==> config.mk <==
export PLATFORM = sky130hd
export DESIGN_NAME = training_feeder
export DESIGN_NICKNAME = d
export VERILOG_FILES = /design/src/rtl/training_feeder.sv
export SDC_FILE = /design/constraint.sdc
export NUM_CORES = 1
export LEC_CHECK = 0
export ABC_AREA = 1
export CAP_MARGIN = 20
export CORE_MARGIN = 8
export CORE_UTILIZATION = 57
export DETAILED_ROUTE_END_ITERATION = 16
export PLACE_DENSITY = 0.77
export SYNTH_ARGS = -nofsm -noshare
export SYNTH_HDL_FRONTEND = slang
export SYNTH_SLANG_ARGS = --single-unit
export TNS_END_PERCENT = 5
==> constraint.sdc <==
create_clock -name clk -period 2.1 [get_ports clk]
set_clock_uncertainty 0.2 [all_clocks]
set_input_delay 0.42 -clock clk [delete_from_list [all_inputs] [get_ports clk]]
set_output_delay 0.42 -clock clk [all_outputs]
set_load 0.03 [all_outputs]
==> src/rtl/training_feeder.sv <==
// Training-case feeder.
// Stores CASES (activation, ideal-output) pairs and streams them to a DNN one chunk per cycle.
// Each case is NCH chunk cycles (LSB chunk first) followed by GAP idle cycles, so a case
// occupies NCH+GAP cycles. Case order is either sequential or taken from a 16-bit Fibonacci
// LFSR. All outputs are registered.
module training_feeder #(
  parameter int unsigned N_IN  = 16,
  parameter int unsigned N_OUT = 4,
  parameter int unsigned ACT_W = 4,
  parameter int unsigned Y_W   = 1,
  parameter int unsigned CASES = 8,
  parameter int unsigned GAP   = 2
) (
  input  logic                     clk,
  input  logic                     reset,
  input  logic                     wr_en,
  input  logic [$clog2(CASES)-1:0] wr_addr,
  input  logic [N_IN-1:0]          wr_act,
  input  logic [N_OUT-1:0]         wr_y,
  input  logic                     run,
  input  logic                     rand_mode,
  output logic [ACT_W-1:0]         act_in,
  output logic [Y_W-1:0]           y_in,
  output logic                     feed_valid,
  output logic                     case_start,
  output logic [$clog2(CASES)-1:0] case_idx,
  output logic [15:0]              case_count,
  output logic                     busy
);

  localparam int unsigned AW  = $clog2(CASES);
  localparam int unsigned NCH = N_IN / ACT_W;
  localparam int unsigned CW  = (NCH > 1) ? $clog2(NCH) : 1;
  localparam int unsigned GW  = (GAP > 1) ? $clog2(GAP) : 1;

  localparam logic [CW-1:0] ChLast  = CW'(NCH - 1);
  localparam logic [GW-1:0] GapLast = GW'((GAP > 0) ? GAP - 1 : 0);

  // Both patterns must split into the same number of chunks, with no remainder.
  if ((NCH * ACT_W != N_IN) || (NCH * Y_W != N_OUT)) begin : g_bad_chunking
    $error("training_feeder: N_IN/ACT_W must equal N_OUT/Y_W with no remainder");
  end

  // Case index is taken from the LFSR low bits, so CASES must be a power of two <= 2^16.
  if ((CASES < 2) || (CASES > 65536) || ((CASES & (CASES - 1)) != 0)) begin : g_bad_cases
    $error("training_feeder: CASES must be a power of two between 2 and 65536");
  end

  typedef enum logic [1:0] {StIdle, StFeed, StGap} state_e;

  state_e                state_q;
  logic [N_IN+N_OUT-1:0] mem_q [CASES];
  logic [N_IN-1:0]       act_sr_q;
  logic [N_OUT-1:0]      y_sr_q;
  logic [CW-1:0]         chunk_q;
  logic [GW-1:0]         gap_q;
  logic [15:0]           lfsr_q;
  logic [AW-1:0]         next_seq_q;

  logic [15:0]           lfsr_adv;
  logic [AW-1:0]         sel;
  logic [N_IN+N_OUT-1:0] sel_word;
  logic                  feed_last;
  logic                  gap_last;
  logic                  decide;
  logic                  launch;
  logic                  stop;

  // Case memory: plain flops, writable in any state and never cleared by reset.
  always_ff @(posedge clk) begin
    if (wr_en) begin
      mem_q[wr_addr] <= {wr_y, wr_act};
    end
  end

  // Case selection and the points where run is sampled.
  always_comb begin
    // Right-shift Fibonacci LFSR, taps x^16+x^14+x^13+x^11+1.
    lfsr_adv  = {lfsr_q[0] ^ lfsr_q[2] ^ lfsr_q[3] ^ lfsr_q[5], lfsr_q[15:1]};
    sel       = rand_mode ? lfsr_adv[AW-1:0] : next_seq_q;
    // Combinational read of the current contents: a same-edge write is not seen.
    sel_word  = mem_q[sel];
    feed_last = (state_q == StFeed) && (chunk_q == ChLast);
    gap_last  = (state_q == StGap) && (gap_q == GapLast);
    // run only matters in IDLE and on the final cycle of a case (end of gap).
    decide    = (state_q == StIdle) || gap_last || (feed_last && (GAP == 0));
    launch    = decide && run;
    stop      = decide && !run && (state_q != StIdle);
  end

  // Feeder FSM with registered outputs.
  always_ff @(posedge clk or negedge reset) begin
    if (!reset) begin
      state_q    <= StIdle;
      act_sr_q   <= '0;
      y_sr_q     <= '0;
      chunk_q    <= '0;
      gap_q      <= '0;
      lfsr_q     <= 16'hACE1;
      next_seq_q <= '0;
      act_in     <= '0;
      y_in       <= '0;
      feed_valid <= 1'b0;
      case_start <= 1'b0;
      case_idx   <= '0;
      case_count <= '0;
      busy       <= 1'b0;
    end else if (launch) begin
      // Latch the whole case and present chunk 0 in the first FEED cycle.
      state_q    <= StFeed;
      chunk_q    <= '0;
      gap_q      <= '0;
      act_sr_q   <= sel_word[N_IN-1:0] >> ACT_W;
      y_sr_q     <= sel_word[N_IN+N_OUT-1:N_IN] >> Y_W;
      act_in     <= sel_word[ACT_W-1:0];
      y_in       <= sel_word[N_IN+Y_W-1:N_IN];
      feed_valid <= 1'b1;
      case_start <= 1'b1;
      busy       <= 1'b1;
      case_idx   <= sel;
      next_seq_q <= sel + 1'b1;
      if (rand_mode) begin
        lfsr_q <= lfsr_adv;
      end
      if (case_count != 16'hFFFF) begin
        case_count <= case_count + 16'd1;
      end
    end else if (stop) begin
      state_q    <= StIdle;
      chunk_q    <= '0;
      gap_q      <= '0;
      act_in     <= '0;
      y_in       <= '0;
      feed_valid <= 1'b0;
      case_start <= 1'b0;
      busy       <= 1'b0;
    end else begin
      case_start <= 1'b0;
      unique case (state_q)
        StIdle: ;
        StFeed: begin
          if (chunk_q == ChLast) begin
            // Only reached with GAP > 0; GAP == 0 ends the case through decide.
            state_q    <= StGap;
            chunk_q    <= '0;
            gap_q      <= '0;
            act_in     <= '0;
            y_in       <= '0;
            feed_valid <= 1'b0;
          end else begin
            chunk_q  <= chunk_q + 1'b1;
            act_in   <= act_sr_q[ACT_W-1:0];
            y_in     <= y_sr_q[Y_W-1:0];
            act_sr_q <= act_sr_q >> ACT_W;
            y_sr_q   <= y_sr_q >> Y_W;
          end
        end
        StGap: begin
          gap_q <= gap_q + 1'b1;
        end
        default: begin
          state_q <= StIdle;
        end
      endcase
    end
  end

endmodule
# Yosys cells after proc, flatten, opt, wreduce, memory -nomap -nowiden
# Memory sizes are Yosys's and may differ from the RTL's.
# Cells that the tools add are included.
[totals]
ram_bits = 160
out_inout_bits = 27
inputBits = 28
memories = 1
register_bits = 71
[memory_table]
columns = ["memory", "depth", "word_bits", "rd", "rd_ports_with_merged_regs", "wr", "line_no", "text"]
rows = [
  ["mem_q", 8, 20, 1, 0, 1, "52", "logic [N_IN+N_OUT-1:0] mem_q [CASES];"],
]
[classes]
n_reduce_logical = 20
n_bitwise = 3
add_sub_neg = 4
n_eq_ne = 8
muxes = 37
[ops]
columns = ["op", "n"]
rows = [
  ["16-bit 2-to-1 mux", 4],
  ["4-bit 2-to-1 mux", 8],
  ["16-bit by 1-bit adder with 16-bit output, second input constant", 1],
  ["16-bit != test, second input constant", 1],
  ["1-bit 2-to-1 mux", 15],
  ["2-bit 2-to-1 mux", 7],
  ["2-bit AND reduction", 5],
  ["2-bit nonzero test", 3],
  ["3-bit nonzero test", 2],
  ["2-bit equality test, second input constant", 2],
  ["1-bit logical AND", 4],
  ["2-bit != test, second input constant", 2],
  ["4-bit by 3-bit != test with 1-bit output, second input constant", 1],
  ["2-bit one-hot mux with 2 select lines", 1],
  ["4-bit nonzero test", 1],
  ["3-bit by 1-bit adder with 3-bit output, second input constant", 1],
  ["3-bit 2-to-1 mux", 1],
  ["3-bit by 1-bit != test with 1-bit output, second input constant", 1],
  ["3-bit AND reduction", 1],
  ["1-bit bitwise XOR", 3],
  ["2-bit by 1-bit adder with 2-bit output, second input constant", 1],
  ["2-bit by 1-bit equality test with 1-bit output, second input constant", 1],
  ["2-bit zero test", 1],
  ["1-bit one-hot mux with 2 select lines", 1],
  ["4 further kinds", 4],
]

# Longest topological paths before layout
# Gate-level depths: netlist of the first run.
[logic_depth]
word_depth = 7
depth_mapped = 12
ltp_nobuf = 11

# Worst setup path after synthesis of the first run
# Ideal clock, no wire load.
[synth_timing]
path_kind = "in2reg"
startpoint = "input port wr_addr[0]"
endpoint = "memory mem_q[0][0] (netlist bit) (enable)"
t_arrival_ns = 1.420
path_slack_ns = 0.084
t_required_ns = 1.503
path_stages = 3
setup_ns = 0.397
cell_sequence = "inv_1 nand2_1 nor2_1"
[synth_lines]
columns = ["item", "line_no", "text"]
rows = [
  ["from (decl)", "17", "input logic [$clog2(CASES)-1:0] wr_addr,"],
  ["to (decl)", "52", ""],
]
# Straight into the memory's write port.

# Worst setup path after layout of the first run
[layout_timing]
startpoint = "register state_q[1]"
endpoint = "register act_sr_q[2]"
[layout_via]
elab_chain_cells = 7
elab_cells_between_ends = 14
classes_between = "4 x eq/ne; 1 x mux; 9 x reduce/logical"
[layout_rtl]
columns = ["item", "line_no", "text"]
rows = [
  ["from (decl)", "51", "state_e state_q;"],
  ["from (signal assigned)", "94", "state_q <= StIdle;"],
  ["from (signal assigned)", "110", "state_q <= StFeed;"],
  ["from (signal assigned)", "129", "state_q <= StIdle;"],
  ["2-bit equality test", "84", "gap_last = (state_q == StGap) && (gap_q == GapLast);"],
  ["1-bit logical AND", "84", ""],
  ["1-bit logical OR", "86", "decide = (state_q == StIdle) || gap_last || (feed_last && (GAP == 0));"],
  ["1-bit logical AND (2 in series)", "88", "stop = decide && !run && (state_q != StIdle);"],
  ["2-bit != test (no source line)", "--", ""],
  ["3-bit AND reduction (no source line)", "--", ""],
  ["to (signal assigned)", "113", "act_sr_q <= sel_word[N_IN-1:0] >> ACT_W;"],
  ["to (signal assigned)", "154", "act_sr_q <= act_sr_q >> ACT_W;"],
  ["to (decl)", "53", "logic [N_IN-1:0] act_sr_q;"],
]
# Several ways; a longest one is shown, not always the timed one.
# A chain may end at the register's enable or synchronous reset.

==> reports/qor.yml, run 1 <==
timing:
  slew_headroom_pct: 73.76
  period_share_pct: 96.80
  max_freq_ghz: 0.4919
  setup_viol: 0
  finalHoldViolCount: 0
  rsz0062_at_grt: "true"
  worst_pin_slew_ns: 0.3906
  drv_slew: 0
  min_period_ns: 2.033
worst_setup_path:
  slowest_delay_ns: 0.40
  crit_required_ns: 2.32
  worstPathBufferInverterCount: 4
  crit_top_cell: "inv_1"
  reg2reg_depth: 10
  crit_chain: "inv_1 -> ha_1 -> inv_1 -> nor2_1 -> nand2_1 -> buf_12 -> o21ai_0 -> nand3_1 -> nand2_1 -> inv_1"
  cp_slowest_cell: "dfrtp_1"
  start_kind: "register"
  crit_fanout: 9
  setup.worst_path.end_class: "register"
  reg2reg_slack_ns: 0.07
  cp.arrival_ns: 2.25
  crit_family: "simple AND/OR/NAND/NOR gates"
  path_depth: 10
  reg2reg_to: "act_sr_q[2]$_DFFE_PN0P_"
  r2r_start: "state_q[1]$_DFFE_PN0P_"
  critPathKind: "reg -> reg"
yosys:
  ys_ff_latch: 226
  synth_top_cell_area_share_pct: 47.98
  yosysTopAreaCell: "edfxtp_1"
  synthDistinctLibCells: 33
  ys_seq_area_share_pct: 64.58
  synthArstFlopShare_pct: 29.20
  synth_fp_nets: 1021
  yosys-top-cells-count: "252 x nand2_1, 231 x nand3_1, 160 x edfxtp_1"
  yosys_warnings: 0
  synth_most_common_cell: "nand2_1"
  synth-edff-count: 160
  syn_area_per_cell_um2: 10.15
  netlist_area_um2: 10010
  ys.flop_type: "edfxtp_1"
  synth_cells: 987
  synth_area_leaders: "edfxtp_1 48%, dfrtp_1 14%, nand3_1 12%"
global_routing:
  grt_pass1_wl_um: 38120
  overflow: 0
  grt_usage_pct: 21.76
  grt_pass1_vias: 7601
  grt_max_degree: 67
  antenna_found_initial: 0
placed_design:
  placed_cells: 1303
  gp_congestion: 0.8241
  hpwlAfterDp_um: 14970
  portBuffers: 54
cells_and_area:
  fillCellCount: 1161
  final_cells: 1349
  drive_gt1_share_pct: 15.57
  fin_nets: 1140
  utilization_pct: 72.00
  seq_area_um2: 6466
  area_growth_syn_to_layout_pct: 23.94
  antenna_cells: 0
  multi_input_area_um2: 2856
clocking:
  cts-buffers-inserted: 24
  root_buffer: "clkbuf_16"
  cts_tree: "yes"
  clkTransAtPathRegs_ns: 0.06
  insertion_delay_ns: 0.53
  clockBufferDepth: 3
  htreeDepth: 1
  clock-sinks: 226
floorplanning:
  dieWidth_um: 148.5
  die_area_um2: 22060
  die_y_um: 148.5
  coreArea_um2: 17240
  initial_core_util_pct: 58.09
  num_rows: 48
  ioPinCount: 55
power_and_ir_drop:
  p_per_area_nw_per_um2: 1224
  leakagePower_nw: 5.379
  peakVddDrop_uv: 1026
route:
  wl_met2_um: 11690
  wl_per_cell_um: 17.46
  drt_wl_total_um: 23560
  highest_layer: "met4"
  first_pass_iters: 6
  drt-initial-drc-count: 613
  antenna_left: 0
  wl_met3_um: 1981
  met1_length_um: 9256
  vias: 7490
  via_per_inst: 5.552
  drc: 0
status:
  status: "complete, no violations"
job:
  max-cap-violations: 0
hold_path:
  hp-class: "in -> async"
layout make-up:
| class | count | area share, % |
|---|---|---|
| inverter | 124 | 3.771 |
| clock inverter | 14 | 1.512 |
| multi-input combinational | 591 | 23.02 |
| sequential | 226 | 52.10 |
| timing repair buffer | 139 | 12.07 |
| tap | 225 | 2.268 |
| clock buffer | 30 | 5.263 |
worst reg2reg max path: stages (launching register included):
cell and delay [ns]:
dfrtp_1 0.40, inv_1 0.09, ha_1 0.17, inv_1 0.06, nor2_1 0.14, nand2_1 0.15
buf_12 0.17, o21ai_0 0.28, nand3_1 0.14, nand2_1 0.08, inv_1 0.05
state kept, by name, summed over array words and instances, names as in the netlist, 2 cells and up:
name and cells:
next_seq_q 3, y_sr_q 3, case_idx 3, chunk_q 2, case_count 16, state_q 2
act_in 4, act_sr_q 12, lfsr_q 16, mem_q 160
report_power, final:
part           switching (mW)  leakage (nW)  internal (mW)
Clock                    1.73         0.418           2.71
Sequential              0.406          2.28           5.44
Combinational            2.94          2.69           1.96
Total                    5.08          5.38           10.1
placed cells by master, fill, tap and decap left out, types with 4 or more instances in the layout:
cell type,netlist,layout
nand2_1,252,250
nand3_1,231,230
edfxtp_1,160,160
inv_1,118,117
dfrtp_1,58,58
buf_4,8,55
buf_12,0,28
clkdlybuf4s50_1,0,26
dlygate4sd2_1,0,26
o21ai_0,27,25
clkbuf_16,0,24
nor2_1,22,14
nor2_2,0,8
dfstp_2,8,8
xor2_1,7,7
inv_2,6,6
o21ai_2,6,6
clkinv_2,0,6
nand2_2,3,5
nor3_1,5,5
nand4_1,5,5
ha_1,6,5
nor2_4,4,4
xnor2_1,4,4
or2_2,4,4
bufinv_16,0,4
cell families after synthesis:
kind of cell	Yosys count	synth area share (%)
and+or+nand+nor	534	24.04
DFF	226	64.58
xor gates and xnor gates	11	0.9621
AOI/OAI and AO/OA	40	2.449
buffers and inverters	170	7.222
adders and majority gates	6	0.7497
how the worst max path moves through the flow:
stage,slack (ns),start,end
3_3_place_gp,-0.20,rand_mode,act_sr_q[2]$_DFFE_PN0P_
3_5_place_dp,-0.29,rand_mode,act_sr_q[2]$_DFFE_PN0P_
2_1_floorplan,0.08,wr_addr[0],mem_q[0][0]$_DFFE_PP_
6_report,0.07,state_q[1]$_DFFE_PN0P_,act_sr_q[2]$_DFFE_PN0P_
4_1_cts,0.007,state_q[0]$_DFFE_PN0P_,lfsr_q[13]$_DFFE_PN1P_
5_1_grt,-0.03,state_q[0]$_DFFE_PN0P_,act_sr_q[0]$_DFFE_PN0P_
layer usage:
layer | track usage [%] | vias to the layer above
li1 | - | 3534
met1 | 27.14 | 3571
met2 | 36.68 | 333
met3 | 3.950 | 52
met4 | 9.026 | 0
met5 | 0 | -
per-stage QoR:
| step | area (µm²) | TNS (ns) | hold WS (ns) | total power, mW | setup WS [ns] |
|---|---|---|---|---|---|
| 6_report | 12410 | 0 | 0.2563 | 15.19 | 0.06722 |
| 5_1_grt | 12410 | -0.08337 | 0.2949 | 15.97 | -0.02936 |
| 4_1_cts | 12390 | 0 | 0.2583 | 15.17 | 0.006517 |
| 3_5_place_dp | 11570 | -5.784 | 0.2534 | 10.83 | -0.2868 |
| 3_3_place_gp | 11570 | -4.178 | 0.2501 | 10.66 | -0.1966 |
| 2_1_floorplan | 10010 | 0 | -0.07559 | 8.709 | 0.08360 |
timing repair:
action	in CTS	in global routing
resized for setup	27	10
endpoints found under the hold margin	58	0
setup buffers	0	1
endpoints found under the setup margin	27	36
hold buffers	1	0
pin swaps	0	1
cloned	0	0
No activity file was read; power rests on OpenSTA's default activity.
==> inputs of run 2 (changes only) <==
--- a/config.mk
+++ b/config.mk
@@ -10,7 +10,8 @@
 export CORE_MARGIN = 8
 export CORE_UTILIZATION = 57
 export DETAILED_ROUTE_END_ITERATION = 16
-export PLACE_DENSITY = 0.77
+export DONT_BUFFER_PORTS = 1
+export PLACE_DENSITY = 0.72
 export SYNTH_ARGS = -nofsm -noshare
 export SYNTH_HDL_FRONTEND = slang
 export SYNTH_SLANG_ARGS = --single-unit
==> constraint.sdc (replaced) <==
create_clock -name clk -period 2.1 [get_ports clk]
set_clock_uncertainty 0.2 [all_clocks]
set_input_delay 0.21 -clock clk [delete_from_list [all_inputs] [get_ports clk]]
set_output_delay 0.21 -clock clk [all_outputs]
set_load 0.03 [all_outputs]
==> reports/qor.yml, run 2 (synthesis gave the netlist of run 1 again) <==
status:
  status: "complete, no violations"
hold_path:
  hp-class: "in -> async"
worst_setup_path:
  crit_chain: "inv_1 -> ha_2 -> nand3_1 -> nand2_4 -> inv_2 -> nor2_4 -> buf_4 -> nand3_1 -> nand3_1 -> nand2_1 -> inv_1"
  crit_family: "simple AND/OR/NAND/NOR gates"
  crit_fanout: 13  # +4
  crit_end: "act_sr_q[6]$_DFFE_PN0P_"
  worstPathBufferInverterCount: 4  # unchanged
  crit_required_ns: 2.35  # +0.03 ns
  critical_path.startpoint: "state_q[0]$_DFFE_PN0P_"
  slowest_delay_ns: 0.40  # about the same
  r2r_start: "state_q[0]$_DFFE_PN0P_"
  crit_top_cell: "nand3_1"
  setup.worst_path.end_class: "register"
  critPathKind: "reg -> reg"
  path_depth: 11  # +1
  reg2reg_to: "act_sr_q[6]$_DFFE_PN0P_"
  start_kind: "register"
  reg2reg_depth: 11  # +1
  cp_slowest_cell: "dfrtp_1"
  cp.arrival_ns: 2.22  # -0.03 ns
  reg2reg_slack_ns: 0.13  # +0.07 ns
floorplanning:
  coreArea_um2: 17240  # unchanged
  die_y_um: 148.5  # unchanged
  dieWidth_um: 148.5  # unchanged
  initial_core_util_pct: 58.09  # unchanged
  num_rows: 48  # unchanged
  die_area_um2: 22060  # unchanged
  ioPinCount: 55  # unchanged
global_routing:
  antenna_found_initial: 0  # unchanged
  grt_pass1_wl_um: 37130  # -2.6%
  grt_max_degree: 67  # unchanged
  grt_pass1_vias: 7024  # -7.6%
  grt_usage_pct: 21.09  # -0.67 points
  overflow: 0  # unchanged
clocking:
  cts_tree: "yes"
  cts-buffers-inserted: 24  # unchanged
  clock-sinks: 226  # unchanged
  insertion_delay_ns: 0.51  # -0.02 ns
  clkTransAtPathRegs_ns: 0.06  # about the same
  root_buffer: "clkbuf_16"
  htreeDepth: 1  # unchanged
  clockBufferDepth: 3  # unchanged
  postCtsSetupBuffers: 0  # unchanged
timing:
  slew_headroom_pct: 71.11  # -2.6 points
  max_freq_ghz: 0.5084  # +3.3%
  period_share_pct: 93.66  # -3.1 points
  tns_ns: 0  # unchanged
  finalHoldViolCount: 0  # unchanged
  rsz0062_at_grt: "true"
  worst_pin_slew_ns: 0.4318  # +0.04115 ns
  min_period_ns: 1.967  # -0.06588 ns
  fin_hold_ws_ns: 0.03008  # -0.2263 ns
  setup_viol: 0  # unchanged
  drv_slew: 0  # unchanged
cells_and_area:
  fin_nets: 1079  # -5.4%
  antenna_cells: 0  # unchanged
  final_cell_mix: "250 x nand2_1, 231 x nand3_1, 160 x edfxtp_1"
  area_growth_syn_to_layout_pct: 16.12
  multi_input_area_um2: 2864  # +0.26%
  final_area_um2: 11630  # -6.3%
  top_regs: "mem_q (160), case_count (16), lfsr_q (16)"
  fillCellCount: 1276  # +9.9%
  largest_reg_flops: 160  # unchanged
  drive_gt1_share_pct: 13.45  # -2.1 points
  final_common_cell: "nand2_1"
  seq_area_um2: 6466  # unchanged
  top_register: "mem_q"
power_and_ir_drop:
  leakagePower_nw: 4.947  # -8.0%
  power_mw: 14.25  # -6.2%
  p_per_area_nw_per_um2: 1225  # +0.13%
  peakVddDrop_uv: 792.9  # -23%
job:
  max-cap-violations: 0  # unchanged
route:
  drt-initial-drc-count: 675  # +10%
  wl_per_cell_um: 17.92  # +2.6%
  first_pass_iters: 5  # -1
  antenna_left: 0  # unchanged
  drt_wl_total_um: 23090  # -2.0%
  vias: 7118  # -5.0%
  drc: 0  # unchanged
  via_per_inst: 5.526  # -0.47%
placed_design:
  portBuffers: 0  # -100%
  gp_congestion: 0.8179  # -0.75%
  hpwlAfterDp_um: 13980  # -6.7%
  placed_area_um2: 10530  # -9.0%
-- run 2: cell types whose count changed in the layout (fill, tap and decap cells not counted), moves of 3 or more --
cell | previous run | this run
dlygate4sd2_1 | 26 | 0
buf_4 | 55 | 46
clkdlybuf4s50_1 | 26 | 0
dlygate4sd3_1 | 1 | 25
clkinv_2 | 6 | 9
buf_12 | 28 | 6
-- run 2: worst min path at each step --
stage,from,end,slack [ns],depth (start not counted)
finish,reset,feed_valid$_DFFE_PN0P_,0.03,2
global route,reset,feed_valid$_DFFE_PN0P_,0.08,2
CTS,reset,feed_valid$_DFFE_PN0P_,0.03,2
detailed placement,reset,y_in$_DFFE_PN0P_,-0.28,0
global placement,reset,act_in[2]$_DFFE_PN0P_,-0.28,0
floorplan,reset,act_in[0]$_DFFE_PN0P_,-0.29,0
-- run 2: through the flow --
stage,instances,setup slack [ns],utilization [%]
after floorplan,987,0.1462,-
after global placement,1218,0.1337,61.06
after detailed placement,1218,-0.05398,61.06
after CTS,1288,0.05023,67.36
after global routing,1288,-0.0003182,67.46
final,1288,0.1331,67.46
-- run 2: what timing repair did --
item | 4_1_cts | 5_1_grt
endpoints found under the hold margin | 259 | 0
gates resized for setup | 1 | 9
setup endpoints to repair | 6 | 14
hold buffers | 26 | 0
pin swaps | 0 | 0
-- run 2: area by class of cell --
| class | count | share of cell area (%) |
|---|---|---|
| Sequential cell | 226 | 55.61 |
| Multi-Input combinational cell | 591 | 24.63 |
| Timing Repair Buffer | 78 | 6.392 |
| Clock buffer | 27 | 5.531 |
| Inverter | 124 | 4.025 |
| Tap cell | 225 | 2.421 |
| Clock inverter | 17 | 1.388 |
-- run 2: routing by layer --
layer / up-vias / wire [µm] / global-route usage (%) / part of all wire (%)
li1: 3406 / - / - / -
met1: 3426 / 9624 / 27.37 / 42
met2: 232 / 11240 / 34.95 / 49
met3: 54 / 1560 / 3.920 / 6.8
met4: 0 / 662 / 7.190 / 2.9
met5: - / 0 / 0 / 0
-- run 2: power breakdown --
part / switching [mW] / internal [mW]
clock: 1.70 / 2.57
combinational: 2.52 / 1.41
sequential: 0.617 / 5.44
total: 4.84 / 9.41
-- run 2: worst reg2reg max path: cells and delay by family, from the launching register on --
kind          cells  cell delay [ns]
simple gates      6             0.64
buf+inv           4             0.47
flops             1             0.40
fa+ha+maj         1             0.21
==> inputs of run 3 (changes only) <==
--- a/config.mk
+++ b/config.mk
@@ -9,6 +9,7 @@
 export CAP_MARGIN = 20
 export CORE_MARGIN = 8
 export CORE_UTILIZATION = 57
+export CTS_BUF_LIST = sky130_fd_sc_hd__clkbuf_2
 export DETAILED_ROUTE_END_ITERATION = 16
 export DONT_BUFFER_PORTS = 1
 export PLACE_DENSITY = 0.72
==> reports/qor.yml, run 3 (synthesis gave the netlist of run 1 again) <==
power_and_ir_drop:
  leakagePower_nw: 5.097  # +3.0%
  switchingPower_mw: 4.865  # +0.57%
  seq_power_share_pct: 45.8  # +3.3 points
  p_sw_share_pct: 36.89  # +2.9 points
  pwr-share-comb_pct: 30.1  # +2.5 points
  internal_power_mw: 8.322  # -12%
  peakVddDrop_uv: 870.2  # +9.7%
  p_per_area_nw_per_um2: 1129  # -7.9%
  p_clk_share_pct: 24.1  # -5.8 points
route:
  first_pass_iters: 5  # unchanged
  via_per_inst: 5.422  # -1.9%
  antenna_left: 0  # unchanged
  highest_layer: "met4"
  wl_per_cell_um: 16.74  # -6.6%
  wl_met3_um: 1930  # +24%
  wl_met2_um: 11530  # +2.6%
  met1_length_um: 9213  # -4.3%
  vias: 7477  # +5.0%
  drt_wl_total_um: 23080  # about the same
  drt-initial-drc-count: 687  # +1.8%
  drc: 0  # unchanged
clocking:
  cts-buffers-inserted: 56  # +130%
  root_buffer: "clkbuf_2"
  clockBufferDepth: 3  # unchanged
  cts_tree: "yes"
  htreeDepth: 2  # +1
  clkTransAtPathRegs_ns: 0.09  # +0.03 ns
  clock-sinks: 226  # unchanged
  insertion_delay_ns: 0.85  # +0.34 ns
worst_setup_path:
  reg2reg_depth: 10  # -1
  cp.arrival_ns: 2.37  # +0.15 ns
  cp_slowest_cell: "dlygate4sd3_1"
  start_kind: "primary input"
  crit_fanout: 14  # +1
  crit_chain: "dlygate4sd3_1 -> nand2_1 -> dlygate4sd3_1 -> nor2_2 -> dlygate4sd3_1 -> buf_4"
  reg2reg_slack_ns: 0.14  # about the same
  crit_required_ns: 2.39  # +0.04 ns
  crit_top_cell: "dlygate4sd3_1"
  reg2reg_to: "act_sr_q[6]$_DFFE_PN0P_"
  critPathKind: "in -> reg"
  setup.worst_path.end_class: "register"
  slowest_delay_ns: 0.59  # +0.19 ns
  r2r_start: "state_q[0]$_DFFE_PN0P_"
timing:
  slew_headroom_pct: 70.02  # -1.1 points
  period_share_pct: 98.92  # +5.3 points
  max_freq_ghz: 0.4814  # -5.3%
  fin_hold_ws_ns: 0.1070  # +0.07691 ns
  worst_pin_slew_ns: 0.4490  # +0.01728 ns
  drv_slew: 0  # unchanged
  setup_viol: 0  # unchanged
  finalHoldViolCount: 0  # unchanged
  rsz0062_at_grt: "false"
  min_period_ns: 2.077  # +0.1105 ns
  finalWorstSetupSlack_ns: 0.02261  # -0.1105 ns
global_routing:
  overflow: 0  # unchanged
  antenna_found_initial: 1  # +1
  grt_max_degree: 67  # unchanged
  grt_pass1_vias: 7454  # +6.1%
  grt_usage_pct: 21.51  # +0.42 points
  grt_pass1_wl_um: 37850  # +2.0%
hold_path:
  hold_depth: 4
  hold_end: "chunk_q[1]$_DFFE_PN0P_"
  worstHoldStart: "run"
  hp-class: "in -> reg"
floorplanning:
  ioPinCount: 55  # unchanged
  dieWidth_um: 148.5  # unchanged
  die_y_um: 148.5  # unchanged
  coreArea_um2: 17240  # unchanged
  initial_core_util_pct: 58.09  # unchanged
  num_rows: 48  # unchanged
  die_area_um2: 22060  # unchanged
placed_design:
  portBuffers: 0  # unchanged
  gp_congestion: 0.8179  # unchanged
  placed_cells: 1218  # unchanged
  dp_slack_ns: -0.05398  # unchanged
  hpwlAfterDp_um: 13980  # unchanged
  placed_area_um2: 10530  # unchanged
cells_and_area:
  final_common_cell: "nand2_1"
  area_growth_syn_to_layout_pct: 16.63
  top_regs: "mem_q (160), case_count (16), lfsr_q (16)"
  top_register: "mem_q"
  final_area_um2: 11680  # +0.44%
  drive_gt1_share_pct: 16.74  # +3.3 points
  largest_reg_flops: 160  # unchanged
  fin_nets: 1140  # +5.7%
  final_cell_mix: "250 x nand2_1, 231 x nand3_1, 160 x edfxtp_1"
  final_cells: 1379  # +7.1%
job:
  max-cap-violations: 0  # unchanged
status:
  status: "complete, no violations"
[run 3: stage by stage]
stage	total power, mW	setup TNS [ns]	util [%]
final	13.19	0	67.76
after global routing	14.08	0	67.76
after CTS	13.26	0	67.62
after detailed placement	9.899	-0.08515	61.06
after global placement	9.793	0	61.06
after floorplan	8.709	0	-
[run 3: worst max path at each step]
stage / start / endpoint / slack (ns) / cells past startpoint
2_1_floorplan: case_count[1]$_DFFE_PN0P_ / case_count[9]$_DFFE_PN0P_ / 0.15 / 9
3_3_place_gp: state_q[0]$_DFFE_PN0P_ / act_sr_q[0]$_DFFE_PN0P_ / 0.13 / 10
3_5_place_dp: state_q[0]$_DFFE_PN0P_ / act_sr_q[6]$_DFFE_PN0P_ / -0.05 / 10
4_1_cts: wr_addr[1] / mem_q[6][0]$_DFFE_PP_ / 0.07 / 6
5_1_grt: wr_addr[1] / mem_q[6][0]$_DFFE_PP_ / 0.006 / 6
6_report: wr_addr[1] / mem_q[6][0]$_DFFE_PP_ / 0.02 / 6
[run 3: what timing repair did]
action,CTS,global route
pin swaps,0,1
setup buffers,0,2
endpoints found under the hold margin,452,0
hold buffers,53,0
resized for setup,1,2
setup endpoints to repair,7,10
[run 3: power by group through the flow]
stage	Clock (mW)	Sequential, mW	Combinational (mW)
floorplan	0	6.17	2.54
global placement	0	6.11	3.68
detailed placement	0	6.13	3.77
CTS	3.27	6.04	3.95
global route	3.53	6.11	4.45
finish	3.18	6.03	3.97
[run 3: metal layers]
metal	track usage (%)	vias up
met5	0	-
met4	8.006	0
met3	4.892	48
met2	35.82	300
met1	26.92	3554
li1	-	3575
[run 3: final cells by class]
class / instances / area (µm²)
Inverter: 124 / 465.4
Multi-Input combinational cell: 591 / 2854
Sequential cell: 226 / 6466
Timing Repair Buffer: 107 / 1028
Tap cell: 225 / 281.5
Fill cell: 1334 / 5558
Clock inverter: 21 / 160.2
Clock buffer: 84 / 420.4
Antenna cell: 1 / 2.502
[run 3: critical path: cells and delay by family]
family                 cells  cell delay [ns]
buffers and inverters      4             1.99
AND/OR/NAND/NOR            2             0.16
